**src/rtl/seal_register_mc.sv**
```systemverilog
// Multi-channel seal register: per-channel write-once session ID, saturating counter and
// staged data, sealed through one shared external CRC16 engine picked by round-robin.
module seal_register_mc #(
    parameter int NUM_CH = 4,
    parameter int CH_W   = 2,
    parameter int MONO_W = 32
) (
    input  logic              clk,
    input  logic              rst,
    input  logic              crc_busy,
    input  logic [15:0]       crc_value,
    output logic [7:0]        crc_byte,
    output logic              crc_feed,
    output logic              crc_init,
    input  logic              wr_en,
    input  logic [CH_W-1:0]   wr_ch,
    input  logic [31:0]       wr_data,
    input  logic              commit,
    input  logic              lock,
    input  logic [7:0]        sid_in,
    input  logic              clr,
    input  logic [CH_W-1:0]   rd_ch,
    output logic [MONO_W-1:0] rd_mono,
    output logic [MONO_W-1:0] rd_sealed_mono,
    output logic [15:0]       rd_sealed_crc,
    output logic [7:0]        rd_status,
    output logic              seal_done,
    output logic [CH_W-1:0]   seal_ch
);

    localparam int NB    = 5 + MONO_W / 8;
    localparam int BUF_W = 40 + MONO_W;

    typedef enum logic [2:0] {IDLE, INIT, FEED, WAIT, LATCH} state_t;

    state_t state, state_nxt;

    logic [MONO_W-1:0] mono        [NUM_CH];
    logic [MONO_W-1:0] sealed_mono [NUM_CH];
    logic [15:0]       sealed_crc  [NUM_CH];
    logic [7:0]        session_id  [NUM_CH];
    logic [31:0]       data        [NUM_CH];
    logic [NUM_CH-1:0] locked, pend, drop, sat;

    logic [CH_W-1:0]   rr_ptr;
    logic [CH_W-1:0]   grant_ch;
    logic              grant_vld;
    logic [BUF_W-1:0]  shift_buf;
    logic [MONO_W-1:0] snap_mono;
    logic [3:0]        byte_cnt;
    logic              busy_ch;
    int                idx;

    // First pending channel at or after rr_ptr, wrapping.
    always_comb begin
        grant_vld = 1'b0;
        grant_ch  = '0;
        idx       = 0;
        for (int i = 0; i < NUM_CH; i++) begin
            idx = int'(rr_ptr) + i;
            if (idx >= NUM_CH) idx = idx - NUM_CH;
            if (!grant_vld && pend[idx]) begin
                grant_vld = 1'b1;
                grant_ch  = CH_W'(idx);
            end
        end
    end

    always_comb begin
        state_nxt = state;
        unique case (state)
            IDLE:    if (grant_vld) state_nxt = INIT;
            INIT:    state_nxt = FEED;
            FEED:    if (!crc_busy) state_nxt = WAIT;
            WAIT:    if (!crc_busy) state_nxt = (byte_cnt == 4'(NB)) ? LATCH : FEED;
            LATCH:   state_nxt = IDLE;
            default: state_nxt = IDLE;
        endcase
    end

    assign crc_init  = (state == INIT);
    assign crc_feed  = (state == FEED) && !crc_busy;
    assign seal_done = (state == LATCH);
    assign crc_byte  = shift_buf[BUF_W-1 -: 8];

    assign busy_ch        = (state != IDLE) && (seal_ch == rd_ch);
    assign rd_mono        = mono[rd_ch];
    assign rd_sealed_mono = sealed_mono[rd_ch];
    assign rd_sealed_crc  = sealed_crc[rd_ch];
    assign rd_status      = {3'b000, busy_ch, sat[rd_ch], drop[rd_ch], pend[rd_ch], locked[rd_ch]};

    always_ff @(posedge clk) begin
        if (rst) begin
            state     <= IDLE;
            rr_ptr    <= '0;
            seal_ch   <= '0;
            shift_buf <= '0;
            snap_mono <= '0;
            byte_cnt  <= '0;
            locked    <= '0;
            pend      <= '0;
            drop      <= '0;
            sat       <= '0;
            for (int i = 0; i < NUM_CH; i++) begin
                mono[i]        <= '0;
                sealed_mono[i] <= '0;
                sealed_crc[i]  <= '0;
                session_id[i]  <= '0;
                data[i]        <= '0;
            end
        end else begin
            state <= state_nxt;

            // Snapshot at grant so later writes cannot disturb the seal in flight.
            if (state == IDLE && grant_vld) begin
                seal_ch   <= grant_ch;
                snap_mono <= mono[grant_ch];
                shift_buf <= {session_id[grant_ch], mono[grant_ch], data[grant_ch]};
                byte_cnt  <= '0;
            end

            if (crc_feed) begin
                shift_buf <= shift_buf << 8;
                byte_cnt  <= byte_cnt + 4'd1;
            end

            if (state == LATCH) begin
                sealed_mono[seal_ch] <= snap_mono;
                sealed_crc[seal_ch]  <= crc_value;
                if (&mono[seal_ch])
                    sat[seal_ch] <= 1'b1;
                else
                    mono[seal_ch] <= mono[seal_ch] + MONO_W'(1);
                rr_ptr <= (seal_ch == CH_W'(NUM_CH - 1)) ? '0 : seal_ch + CH_W'(1);
            end

            for (int i = 0; i < NUM_CH; i++) begin
                if (wr_ch == CH_W'(i) && wr_en)
                    data[i] <= wr_data;
                if (wr_ch == CH_W'(i) && lock && !locked[i]) begin
                    session_id[i] <= sid_in;
                    locked[i]     <= 1'b1;
                end
                if (state == IDLE && grant_vld && grant_ch == CH_W'(i))
                    pend[i] <= 1'b0;
                if (wr_ch == CH_W'(i) && commit && locked[i] && !pend[i])
                    pend[i] <= 1'b1;
                // Set beats clear when both hit the same channel.
                if (wr_ch == CH_W'(i) && clr)
                    drop[i] <= 1'b0;
                if (wr_ch == CH_W'(i) && commit && locked[i] && pend[i])
                    drop[i] <= 1'b1;
            end
        end
    end

endmodule

```
**config.mk**
```make
export PLATFORM = sky130hd
export DESIGN_NAME = seal_register_mc
export DESIGN_NICKNAME = d
export VERILOG_FILES = /design/src/rtl/seal_register_mc.sv
export SDC_FILE = /design/constraint.sdc
export NUM_CORES = 1
export LEC_CHECK = 0
export BUFFER_PORTS_ARGS = -buffer_cell sky130_fd_sc_hd__buf_2
export CORE_ASPECT_RATIO = 1.1
export CORE_MARGIN = 5
export CORE_UTILIZATION = 48
export CTS_CLUSTER_DIAMETER = 80
export DETAILED_ROUTE_END_ITERATION = 8
export GPL_TIMING_DRIVEN = 0
export HOLD_SLACK_MARGIN = 0.12
export PLACE_DENSITY = 0.65
export SKIP_CTS_REPAIR_TIMING = 1
export SLEW_MARGIN = 5
export SYNTH_ARGS = -nofsm -noshare
export SYNTH_HDL_FRONTEND = slang
export SYNTH_SLANG_ARGS = --single-unit
```
**constraint.sdc**
```tcl
create_clock -name clk -period 4.2 [get_ports clk]
set_clock_uncertainty 0.15 [all_clocks]
set_input_delay 0.42 -clock clk [delete_from_list [all_inputs] [get_ports clk]]
set_output_delay 0.42 -clock clk [all_outputs]
set_load 0.1 [all_outputs]
```
==> reports/results.md <==
- 1925 — 1st-iter DRT viols
- sky130_fd_sc_hd__edfxtp_1 — top cell type by total area after synthesis
- 61 — number of buffers inserted during clock tree synthesis
- 116 mm — global-route wire length before repair
- 24.5 microns — detail-routed net length per standard cell
- 29700 sq um — placed standard-cell area
- flop — crit end category
- 0.907 — weighted congestion reported at the end of routability-driven placement
- 4.27 ns — signal arrival time at the worst endpoint
- 0.16 ns — minimum setup slack among reg-to-reg paths
- 0.155 ns — Final WS setup
- 92 — site row count
- 0 — pins over their slew limit
- sky130_fd_sc_hd__clkbuf_16 — Clock Tree Root
- 18715 — vias in the first global route
- 1.26 ns — Worst Tran Pin Value
- 13.3 sq um — mean instance size in the synthesized netlist
- 56.4% — post-route core utilization
- no — unrepaired setup endpoints after global routing
- 160 — count of buffers inserted at the top-level ports
- 49 — pin count of the biggest net entering global routing
- 9 — first drt pass iteration count
- 61.6% — sequential area share after synthesis
- 168 — number of top-level pins
- 15.8% — worst max-slew margin expressed relative to the limit
- mono[3][10] — capture point of the worst reg-to-reg path
- 3009 — Placed Instances
- 16.4% — signed area change from the synthesized netlist to the final layout
- 48.4% — effective utilization at floorplan
- 18933 — vias after detailed routing
- 262 microns — die extent in y
- 27700 sq um — Mapped Area
- 0 — number of warnings issued by yosys
- 2 — H-tree lvl count
- 0 — number of antenna violations at the first check in global routing
- mono[3][10] — crit path to
- sky130_fd_sc_hd__edfxtp_1 — main flop type after synthesis
- 239 microns — die span in x
- 3184 — number of standard cells in the final layout excluding fillers
- 0.247 GHz — highest achievable clock rate
- flop — sort of element at the start of the critical path
- 14.6% — simple-gate area share of the yosys netlist
- 17.4% — proportion of layout cells with a drive suffix above 1
- 78.1 mm — total wire length
- 0.316% — Synth Area in Adders
- 0 — number of failing hold endpoints at the final stage
- sky130_fd_sc_hd__edfxtp_1, sky130_fd_sc_hd__dfxtp_1, sky130_fd_sc_hd__mux4_2, sky130_fd_sc_hd__and2_1, sky130_fd_sc_hd__a21oi_1 — leading cell types by total area after synthesis
- 0% — async set or reset register ratio after synthesis
- flop to flop — kind of critical path
- 0.980% — Synth Area in XOR/XNOR
- 0 — number of nets still failing antenna checks after routing
- 0 — number of maximum-capacitance violations
- 9.77% — multiplexer area fraction after synthesis
- 24.3% — total global-route track usage
- 11 — logic depth of the worst register-to-register path
- 4.04 ns — clock period minus final worst setup slack
- simple AND/OR/NAND/NOR gates — largest family of logic cells by synthesized area
- 5.95 — via density per instance
- 11.6 nW — static power due to leakage
- 0 — leftover overflow at the end of global routing
- 9.54% — Compound-Gate Fraction of Synth Area
- 21 — largest driver fanout on the critical path
- completed — status
- 52.0% — share of the synthesized area in the top cell type
- 2453 — Final Net Count
- 0 — DRC Markers
- 53.4 mm — half-perimeter wire length of the detailed placement result
- 0.06 ns — clock edge transition at the registers on the reported setup and hold paths
- -0.117 ns — minimum setup slack after placement
- 0.000378 V — worst supply voltage drop on vdd
- 96.3% — Period Utilization, post-route
- 13.7 mW — Total Power
- 613 — #FFs+latches synth
- 0.64 ns — clock latency on the worst-skew pair
- input pin to flop — path type of the worst min-delay path
- 0 — antenna diode instance count
- 62700 sq um — Total Die Area
- 2088 — synthesized instance count
- built — clock tree from TritonCTS
- 424 nW/um^2 — Pwr per Cell Area
- 4.43 ns — Worst Path Required
- 613 — Sinks on Clock Net
- 480 — number of flops mapped to enable cells by yosys
- 59 — Cell variety after synth
- 3 — worst-case clock buffer depth
- 0 — number of setup violations in the final report
- 32300 sq um — cell area after layout
- 57200 sq um — core box area
[cell families (layout without fill, tap and decap cells)]
| family | count (synthesis) | in the layout |
|---|---|---|
| mux | 123 | 123 |
| compound gates | 376 | 376 |
| flops | 613 | 613 |
| other cells | 1 | 3 |
| simple gates | 760 | 760 |
| buf+inv | 177 | 519 |
| xor+xnor | 31 | 31 |
| fa+ha+maj | 7 | 7 |
[stage by stage]
step	hold slack (ns)	setup TNS (ns)
global route	0.132	0
global placement	0.300	-159.63
detailed placement	0.310	-3.51
finish	0.0852	0
floorplan	0.281	0
CTS	-0.0851	-4.37
[routing by layer]
| metal | global-route usage, % | routed length (microns) | vias to the layer above |
|---|---|---|---|
| met2 | 39.8 | 37600 | 864 |
| li1 | - | - | 8427 |
| met4 | 8.29 | 2850 | 0 |
| met3 | 5.28 | 6880 | 158 |
| met5 | 0 | 0 | - |
| met1 | 32.6 | 30800 | 9484 |
[layout make-up]
type	count	area [sq um]
clock inverters	26	191
clock buffers	90	1800
plain buffers	167	837
inverters	9	33.8
repair buffers	227	1540
fillers	4627	24900
multi-input cells	1300	9850
well taps	752	941
flip-flops and latches	613	17100
[layout by cell type, fill, tap and decap left out, types with 20 or more instances in the layout]
cell type / instances
sky130_fd_sc_hd__nor2_1: 168
sky130_fd_sc_hd__clkbuf_16: 63
sky130_fd_sc_hd__nor3_1: 20
sky130_fd_sc_hd__a22oi_1: 75
sky130_fd_sc_hd__nand2_1: 124
sky130_fd_sc_hd__dlygate4sd3_1: 60
sky130_fd_sc_hd__edfxtp_1: 480
sky130_fd_sc_hd__a21oi_1: 128
sky130_fd_sc_hd__mux4_2: 105
sky130_fd_sc_hd__a21o_1: 68
sky130_fd_sc_hd__buf_2: 161
sky130_fd_sc_hd__nand3_1: 20
sky130_fd_sc_hd__and2_1: 357
sky130_fd_sc_hd__clkbuf_1: 144
sky130_fd_sc_hd__dfxtp_1: 133
sky130_fd_sc_hd__xor2_1: 23
sky130_fd_sc_hd__a222oi_1: 64
[power breakdown]
| group | internal, mW | switching [mW] | leakage [nW] | total, mW |
|---|---|---|---|---|
| sequential | 6.78 | 0.108 | 5.97 | 6.89 |
| clock | 3.03 | 2.35 | 0.980 | 5.38 |
| combinational | 0.363 | 1.04 | 4.64 | 1.41 |
[worst min path at each step]
stage,startpoint,to,depth (start not counted)
6_report,lock,locked[1],3
5_1_grt,lock,locked[0],3
4_1_cts,wr_data[15],data[0][15],2
3_5_place_dp,drop[0],drop[0],2
3_3_place_gp,drop[0],drop[0],2
2_1_floorplan,sat[2],sat[2],2
[state kept, by name, summed over array words and instances (netlist names), 4 cells and up, named ones only]
register	flops
shift_buf	72
pend	4
locked	4
session_id	32
sat	4
snap_mono	32
data	128
mono	128
byte_cnt	4
drop	4
sealed_mono	128
sealed_crc	64
[Yosys cell counts (2+ instances only)]
cell type and n:
sky130_fd_sc_hd__and3_1 9, sky130_fd_sc_hd__mux4_1 10, sky130_fd_sc_hd__inv_1 9, sky130_fd_sc_hd__mux2i_1 7, sky130_fd_sc_hd__nor4_1 7, sky130_fd_sc_hd__or3_1 2
sky130_fd_sc_hd__nand4_1 10, sky130_fd_sc_hd__buf_8 3, sky130_fd_sc_hd__buf_4 14, sky130_fd_sc_hd__a222oi_1 64, sky130_fd_sc_hd__a21o_1 72, sky130_fd_sc_hd__clkbuf_1 129
sky130_fd_sc_hd__nand3_1 20, sky130_fd_sc_hd__o22a_1 2, sky130_fd_sc_hd__nand4b_1 2, sky130_fd_sc_hd__ha_1 7, sky130_fd_sc_hd__o22ai_1 4, sky130_fd_sc_hd__nor2_1 168
sky130_fd_sc_hd__a22oi_1 75, sky130_fd_sc_hd__xor2_1 23, sky130_fd_sc_hd__nor2b_1 3, sky130_fd_sc_hd__and2_1 357, sky130_fd_sc_hd__xnor2_1 8, sky130_fd_sc_hd__nand2_1 124
sky130_fd_sc_hd__nand2b_1 17, sky130_fd_sc_hd__and4_1 4, sky130_fd_sc_hd__mux4_2 105, sky130_fd_sc_hd__buf_2 2, sky130_fd_sc_hd__dfxtp_1 133, sky130_fd_sc_hd__buf_1 10
sky130_fd_sc_hd__a221oi_1 8, sky130_fd_sc_hd__nand2_4 4, sky130_fd_sc_hd__o21ai_0 11, sky130_fd_sc_hd__buf_12 5, sky130_fd_sc_hd__or2_2 4, sky130_fd_sc_hd__nor3_1 21
sky130_fd_sc_hd__a31oi_1 3, sky130_fd_sc_hd__a21oi_1 128, sky130_fd_sc_hd__buf_6 5, sky130_fd_sc_hd__edfxtp_1 480
[worst max-delay path, stage by stage, from the launching register on]
cell and delay (ns):
sky130_fd_sc_hd__dfxtp_1 0.30, sky130_fd_sc_hd__buf_2 0.28, sky130_fd_sc_hd__clkbuf_4 0.36, sky130_fd_sc_hd__mux4_2 0.34
sky130_fd_sc_hd__ha_1 0.29, sky130_fd_sc_hd__nand2b_1 0.10, sky130_fd_sc_hd__o22a_1 0.24, sky130_fd_sc_hd__or4_4 0.59
sky130_fd_sc_hd__or3_1 0.38, sky130_fd_sc_hd__buf_6 0.16, sky130_fd_sc_hd__a21o_2 0.35, sky130_fd_sc_hd__buf_12 0.24
No activity file was read; power rests on OpenSTA's default activity.
